--- config.mk ---
export PLATFORM = sky130hd
export DESIGN_NAME = hdp_spi_responder
export DESIGN_NICKNAME = d
export VERILOG_FILES = /design/src/rtl/hdp_spi_responder.sv
export SDC_FILE = /design/constraint.sdc
export NUM_CORES = 1
export LEC_CHECK = 0
export CORE_MARGIN = 1.5
export CORE_UTILIZATION = 49
export DETAILED_ROUTE_END_ITERATION = 16
export PLACE_DENSITY = 0.75
export SYNTH_ARGS = -nofsm -noshare
export SYNTH_HDL_FRONTEND = slang
export SYNTH_SLANG_ARGS = --single-unit
--- constraint.sdc ---
create_clock -name i_clock -period 3.16 [get_ports i_clock]
set_input_delay 0.632 -clock i_clock [delete_from_list [all_inputs] [get_ports i_clock]]
set_output_delay 0.632 -clock i_clock [all_outputs]
set_load 0.02 [all_outputs]
--- src/rtl/hdp_spi_responder.sv ---
// HDP display-link SPI responder: decodes 16-bit register frames and models the HDP register file.
// Optional aborted-frame counter at 0x7F is enabled by defining HDP_SPI_ABORT_COUNT_EN.
module hdp_spi_responder #(
    parameter logic [7:0] HW_ID       = 8'h20,
    parameter int         SYNC_STAGES = 2
) (
    input  logic        i_clock,
    input  logic        i_reset,
    input  logic        i_sen,
    input  logic        i_sck,
    input  logic        i_sdat,
    output logic        o_sout,
    output logic [1:0]  o_mode,
    output logic [7:0]  o_clockMhz,
    output logic [15:0] o_serialRow,
    output logic [15:0] o_returnRow,
    output logic [15:0] o_currentRow,
    output logic        o_wrStrobe,
    output logic [6:0]  o_wrAddress,
    output logic [7:0]  o_wrData
);

    typedef enum logic [2:0] {
        IDLE,
        CMD,
        DATA,
        COMMIT,
        WAIT_SEN
    } stateType;

    stateType state, stateNext;

    logic [SYNC_STAGES-1:0] senSync, sckSync, sdatSync;
    logic                   senPrev, sckPrev;
    logic                   sen, sck, sdat;
    logic                   senRise, senFall, sckRise, sckFall;

    logic [15:0] frameShift;
    logic [2:0]  bitCount;
    logic        isRead;
    logic [7:0]  shiftOut;
    logic [6:0]  cmdAddress;
    logic [7:0]  readData;
    logic        abortFrame;
    logic [6:0]  commitAddress;
    logic [7:0]  commitData;
`ifdef HDP_SPI_ABORT_COUNT_EN
    logic [7:0]  abortCount;
`endif

    assign sen  = senSync[SYNC_STAGES-1];
    assign sck  = sckSync[SYNC_STAGES-1];
    assign sdat = sdatSync[SYNC_STAGES-1];

    assign senRise = sen & ~senPrev;
    assign senFall = ~sen & senPrev;
    assign sckRise = sck & ~sckPrev;
    assign sckFall = ~sck & sckPrev;

    // Address byte is complete on the 8th CMD rising edge, including the bit arriving now.
    assign cmdAddress    = {frameShift[5:0], sdat};
    assign commitAddress = frameShift[14:8];
    assign commitData    = frameShift[7:0];

    // NOTE: the synchronisers reset to 0 (enable looks asserted), so a reset taken
    // mid-frame never produces an enable fall and the rest of that frame is ignored.
    always_ff @(posedge i_clock) begin
        if (i_reset) begin
            senSync  <= '0;
            sckSync  <= '0;
            sdatSync <= '0;
            senPrev  <= 1'b0;
            sckPrev  <= 1'b0;
        end else begin
            senSync  <= {senSync[SYNC_STAGES-2:0], i_sen};
            sckSync  <= {sckSync[SYNC_STAGES-2:0], i_sck};
            sdatSync <= {sdatSync[SYNC_STAGES-2:0], i_sdat};
            senPrev  <= sen;
            sckPrev  <= sck;
        end
    end

    // NOTE: every signal driven here gets a default first, so no latch is inferred.
    always_comb begin
        stateNext  = state;
        abortFrame = 1'b0;
        unique case (state)
            IDLE: begin
                if (senFall) stateNext = CMD;
            end
            CMD: begin
                if (senRise) begin
                    stateNext  = IDLE;
                    abortFrame = 1'b1;
                end else if (sckRise && bitCount == 3'd7) begin
                    stateNext = DATA;
                end
            end
            DATA: begin
                if (senRise) begin
                    stateNext  = IDLE;
                    abortFrame = 1'b1;
                end else if (sckRise && bitCount == 3'd7) begin
                    stateNext = COMMIT;
                end
            end
            COMMIT:   stateNext = senRise ? IDLE : WAIT_SEN;
            WAIT_SEN: if (senRise) stateNext = IDLE;
            default:  stateNext = IDLE;
        endcase
    end

    always_comb begin
        readData = 8'h00;
        case (cmdAddress)
            7'h01:   readData = {6'b0, o_mode};
            7'h06:   readData = o_serialRow[15:8];
            7'h07:   readData = o_serialRow[7:0];
            7'h09:   readData = o_clockMhz;
            7'h78:   readData = HW_ID;
`ifdef HDP_SPI_ABORT_COUNT_EN
            7'h7F:   readData = abortCount;
`endif
            default: readData = 8'h00;
        endcase
    end

    // NOTE: sequential state uses non-blocking assignments so every flop samples pre-edge values.
    always_ff @(posedge i_clock) begin
        if (i_reset) begin
            state        <= IDLE;
            frameShift   <= '0;
            bitCount     <= '0;
            isRead       <= 1'b0;
            shiftOut     <= '0;
            o_sout       <= 1'b0;
            o_mode       <= '0;
            o_clockMhz   <= '0;
            o_serialRow  <= '0;
            o_returnRow  <= '0;
            o_currentRow <= '0;
            o_wrStrobe   <= 1'b0;
            o_wrAddress  <= '0;
            o_wrData     <= '0;
`ifdef HDP_SPI_ABORT_COUNT_EN
            abortCount   <= '0;
`endif
        end else begin
            state      <= stateNext;
            o_wrStrobe <= 1'b0;

            if (state == IDLE) begin
                bitCount <= '0;
            end else if ((state == CMD || state == DATA) && sckRise) begin
                frameShift <= {frameShift[14:0], sdat};
                bitCount   <= bitCount + 3'd1;
            end

            if (state == CMD && sckRise && bitCount == 3'd7) begin
                isRead   <= frameShift[6];
                shiftOut <= readData;
            end

            if (stateNext != DATA) begin
                o_sout <= 1'b0;
            end else if (state == DATA && sckFall && isRead) begin
                o_sout   <= shiftOut[7];
                shiftOut <= {shiftOut[6:0], 1'b0};
            end

            if (state == COMMIT && !frameShift[15]) begin
                o_wrStrobe  <= 1'b1;
                o_wrAddress <= commitAddress;
                o_wrData    <= commitData;
                case (commitAddress)
                    7'h01: if (commitData <= 8'd2) o_mode <= commitData[1:0];
                    7'h06: o_serialRow[15:8] <= commitData;
                    7'h07: o_serialRow[7:0]  <= commitData;
                    7'h08: begin
                        if (commitData == 8'h30) o_returnRow  <= o_serialRow;
                        if (commitData == 8'h40) o_currentRow <= o_serialRow;
                    end
                    7'h09: o_clockMhz <= commitData;
`ifdef HDP_SPI_ABORT_COUNT_EN
                    7'h7F: abortCount <= '0;
`endif
                    default: ;
                endcase
            end

`ifdef HDP_SPI_ABORT_COUNT_EN
            if (abortFrame && abortCount != 8'hFF) abortCount <= abortCount + 8'd1;
`endif
        end
    end

endmodule
; ---- Word-level counts from Yosys, hierarchy flattened
; Cells that the tools add are included.
[totals]
wordCells = 81
register_bits = 114
output_inout_bits = 75
[classes]
n_bitwise = 9
n_eq_ne = 18
addsub = 1
reduce_logical = 19
n_lt_le_gt_ge = 1
mux = 13
[op_table]
columns = cell, n
row1 = $pmux W8 S5, 1
row2 = $eq A7 B3 Y1 const B, 4
row3 = $mux W8, 3
row4 = $eq A7 B4 Y1 const B, 3
row5 = $mux W3, 7
row6 = $pmux W3 S5, 1
row7 = $eq A7 B1 Y1 const B, 2
row8 = $reduce_and A3 Y1, 3
row9 = $eq A8 B6 Y1 const B, 1
row10 = $eq A8 B7 Y1 const B, 1
row11 = $le A8 B2 Y1 const B, 1
row12 = $reduce_and A2 Y1, 4
row13 = $eq A7 B7 Y1 const B, 1
row14 = $logic_and A1 B1 Y1, 7
row15 = $eq A3 B2 Y1 const B, 2
row16 = $eq A3 B3 Y1 const B, 2
row17 = $not A1 Y1, 5
row18 = $and A1 B1 Y1, 4
row19 = $reduce_or A2 Y1, 2
row20 = $add A3 B1 Y3 const B, 1
row21 = $eq A3 B1 Y1 const B, 1
row22 = $logic_not A3 Y1, 1
row23 = $ne A3 B2 Y1 const B, 1
row24 = $logic_not A1 Y1, 1
row25 = 2 further kinds, 2

; ---- Logic depth before layout (Yosys ltp)
[logic_depth]
ltp_word = 8
mapped_depth = 9

; ---- Least setup slack after synthesis
; OpenSTA, ideal clock, no wires.
[synth_timing]
path_kind = flip-flop to flip-flop
from = reg bitCount[0]
to = reg shiftOut[1]
slack_ns = 1.358
stages_incl_launch_ff = 8
arrival_ns = 1.716
setup_ns = 0.086
cell_sequence = dfxtp_1 -> ha_1 -> ha_1 -> nand3b_1 -> or4_4 -> a31oi_4 -> o21ai_2 -> a221oi_2
[synth_via]
elab_chain_len = 7
[synth_rtl]
columns = element, line_no
row1 = start: declaration, 39  ; logic [2:0] bitCount;
row2 = start signal: assignment, 156  ; bitCount <= bitCount + 3'd1;
row3 = $eq A3 B3 Y1 *, "95, 103, 159"
row4 = $logic_and A1 B1 Y1, "95, 103"
row5 = $mux W3 (on tied branches), "103, 95"
row6 = $mux W3 (on tied branches), "100, 92"
row7 = $pmux W3 S5, 87  ; unique case (state)
row8 = $ne A3 B2 Y1, 164  ; if (stateNext != DATA) begin
row9 = $mux W8 *, 164
row10 = end signal: assignment, 161  ; shiftOut <= readData;
row11 = end signal: assignment, 168  ; shiftOut <= {shiftOut[6:0], 1'b0};
row12 = end: declaration, 41  ; logic [7:0] shiftOut;
; Every way passes the cells marked *; elsewhere a longest branch is shown, timed or not.
; A chain may end at the register's enable or synchronous reset.

; ---- Worst setup path after layout
[layout_timing]
from = reg state[1]
to = reg frameShift[6]
[layout_via]
elab_chain_len = 4
[layout_rtl]
columns = element, line_no
row1 = start: declaration, 31  ; stateType state, stateNext;
row2 = start signal: assignment, 149  ; state <= stateNext;
row3 = $eq A3 B1 Y1 / $eq A3 B2 Y1 (equally long branches), n/a
row4 = $logic_or A1 B1 Y1, 154  ; end else if ((state == CMD || state == DATA) && sckRise) begin
row5 = $logic_and A1 B1 Y1, 154
row6 = $reduce_and A2 Y1 (no source line) *, n/a
row7 = end signal: assignment, 155  ; frameShift <= {frameShift[14:0], sdat};
row8 = end: declaration, 38  ; logic [15:0] frameShift;
; Marked as above.

==> results.py <==
metrics = {
    "status": {
        "status": "completed",
    },
    "clock_network": {
        "clockBufferDepth": 2,
        "cts_tree": "built",
        "htreeDepth": 4,
        "cts_made_buffers": 17,
        "cts_resized": 0,
        "hold_buffers": 0,
        "cts.clk_slew.worst_paths_ns": 0.06,
        "clock_latency_ns": 0.52,
        "postCtsSetupRepairBufs": 0,
        "cts-root-buf": "clkbuf_8",
        "clkSinkCount": 114,
    },
    "timing": {
        "finalSetupTns_ns": 0,
        "min_period_ns": 2.293,
        "drv_slew": 0,
        "hold_violations": 0,
        "grt_setup_unrepaired": "false",
        "tightest_slew_ns": 1.088,
        "finalClockSkew_ns": 0.007123,
        "clock.fmax_ghz": 0.4360,
        "holdWs_ns": 0.4402,
        "setup_viol_count_final": 0,
        "worst_slack_ns": 0.8666,
        "timing.final.crit_share_pct": 72.58,
        "slew_headroom_pct": 27.49,
    },
    "final_layout": {
        "fill_cells": 730,
        "final_common_cell": "dfxtp_1",
        "mostFrequentLayoutCells": "114 x dfxtp_1, 99 x nand2_1, 78 x clkdlybuf4s50_1",
        "area_delta_synth_final_pct": 29.48,
        "drive_gt1_share_pct": 10.14,
        "nNetsFinal": 566,
        "antenna_cells": 0,
    },
    "yosys": {
        "synth_top_family_by_area": "simple AND/OR/NAND/NOR gates",
        "synthFlopType": "dfxtp_1",
        "synthesis.nets": 503,
        "syn_area_per_cell_um2": 9.207,
        "syn-cell-area_mm2": 0.004567,
        "ys_types": 55,
        "ys_warn_count": 0,
        "seq_area_frac_synth_pct": 49.97,
        "synth_seq_cells": 114,
        "synthCells": 496,
        "synthMuxAreaShare_pct": 11.86,
        "async_flop_share_pct": 0,
        "yosys.area_share.simple_pct": 21.53,
        "synth-xor-area-share_pct": 0.3836,
        "synth_compound_area_share_pct": 10.77,
        "synth_edf_count": 0,
        "synth_top_area_share_pct": 49.97,
        "synthAdderAreaFrac_pct": 0.5479,
        "synth_area_leader_cell": "dfxtp_1",
        "synthTopCellsByArea": "dfxtp_1 50%, mux2i_1 12%, nand2_1 8.1%",
    },
    "detailed_routing": {
        "viasPerCell": 5.493,
        "dr_total_vias": 3752,
        "first_iter_violations": 199,
        "wl_um": 10890,
        "routedWlPerCell_um": 15.94,
        "drt_first_pass_iters": 4,
        "drc": 0,
        "detail-route-antenna-nets": 0,
    },
    "pwr": {
        "p_switching_uw": 722.5,
        "irDropWorstVdd_v": 0.0003203,
        "intPower_uw": 2661,
        "p_comb_share_pct": 1.2,
        "switching_share_pct": 21.35,
        "leakagePower_uw": 0.002235,
        "design_power_total_uw": 3384,
        "power_density_mw_per_mm2": 572.2,
        "clkPwrFrac_pct": 56.0,
        "seq_power_share_pct": 42.8,
    },
    "critical_path": {
        "regToRegSetupSlack_ns": 0.87,
        "r2r-start": "state[1]",
        "crit_arrival_ns": 2.66,
        "cp.required_ns": 3.52,
        "critPathMaxFanout": 19,
        "crit_path_end_kind": "flop",
        "worstSetupPathType": "flop to flop",
        "setup.worst_path.start": "state[1]",
        "cp-start-kind": "flop",
    },
    "place": {
        "post-place-ws_ns": 0.9800,
        "place_congestion": 0.8134,
        "portBuffers": 79,
        "hpwl_um": 7286,
    },
    "hold_path": {
        "min_from": "senSync[0]",
        "hold_class": "flop to flop",
    },
    "global_routing": {
        "antenna_found_initial": 0,
        "grt_pass1_vias": 3657,
        "grt_pass1_wl_um": 17890,
        "gr-total-overflow": 0,
        "grt_max_degree": 88,
        "track_usage_pct": 22.97,
    },
    "run": {
        "maxCapViolations": 0,
    },
    "die": {
        "die_h_um": 99.54,
        "start_util_pct": 49.90,
        "dieArea_mm2": 0.009908,
        "rows": 35,
        "fp.dieW_um": 99.54,
        "core_area_mm2": 0.009153,
        "pin_count": 80,
    },
}
final timing paths:
check	to	cells after the start
max	frameShift[6]	4
min	senSync[1]	1
max reg2reg	frameShift[6]	4
min reg2reg	senSync[1]	1
logic make-up after synthesis:
logic type	after synthesis
compound gates	75
xor+xnor	2
fa+ha+maj	2
buf+inv	42
flops	114
mux	54
simple gates	207
per-stage QoR:
step                      instance area (um2)  util [%]  cells
after floorplan                          4567         -    496
after global placement                   5316     58.09    651
after detailed placement                 5316     58.09    651
after CTS                                5913     64.61    683
after global routing                     5913     64.61    683
final                                    5913     64.61    683
layer usage:
layer	GRT usage [%]	wire, um	vias up
met2	38.67	5199	123
met3	5.762	576	16
met4	9.967	164	0
met1	27.91	4946	1785
met5	0	0	-
li1	-	-	1828
cells in the mapped netlist (2+ instances only):
cell and n:
buf_6 2, clkbuf_1 16, buf_4 8, nor4b_2 2
nor2_4 2, nand3_2 3, nor3_1 3, nor2b_1 8
nand4bb_1 2, a222oi_1 6, nor2_1 62, nand2_1 99
o2bb2ai_1 5, dfxtp_1 114, nor3b_1 2, inv_1 2
o21ai_2 2, and3_1 5, and4_1 2, nand3_1 3
a22o_1 2, a21oi_1 50, buf_2 8, mux2i_1 53
buf_1 3, ha_1 2, nand4_1 2
worst max-delay path, cell delays in order, from the launching register on:
cell     delay (ns)
dfxtp_1        0.54
xnor2_1        0.12
or4b_1         0.97
mux2i_1        0.42
nor2_1         0.09
final cells by class:
type                            instances  area, um2  area share, %
Sequential cell                       114       2282          38.60
Clock buffer                           17      414.1          7.004
Clock inverter                         15      182.7          3.089
Multi-Input combinational cell        340       2066          34.93
Tap cell                              111      138.9          2.349
Timing Repair Buffer                   83      818.3          13.84
Inverter                                3      11.26         0.1904
state kept, by name, summed over array words and instances (netlist names), 2 cells and up:
signal and flops:
o_mode 2, shiftOut 8, bitCount 3, sckSync 2
state 3, o_currentRow 16, sdatSync 2, o_wrData 8
frameShift 16, senSync 2, o_serialRow 16, o_wrAddress 7
o_clockMhz 8, o_returnRow 16
power by group through the flow:
stage / Sequential [uW] / Clock (uW) / Combinational (uW)
after floorplan: 1470 / 0 / 32.7
after global placement: 1480 / 0 / 39.0
after detailed placement: 1480 / 0 / 39.5
after CTS: 1450 / 1920 / 40.0
after global routing: 1450 / 1990 / 43.7
final: 1450 / 1900 / 40.0
Note: power is estimated with default switching activity, not from simulation.
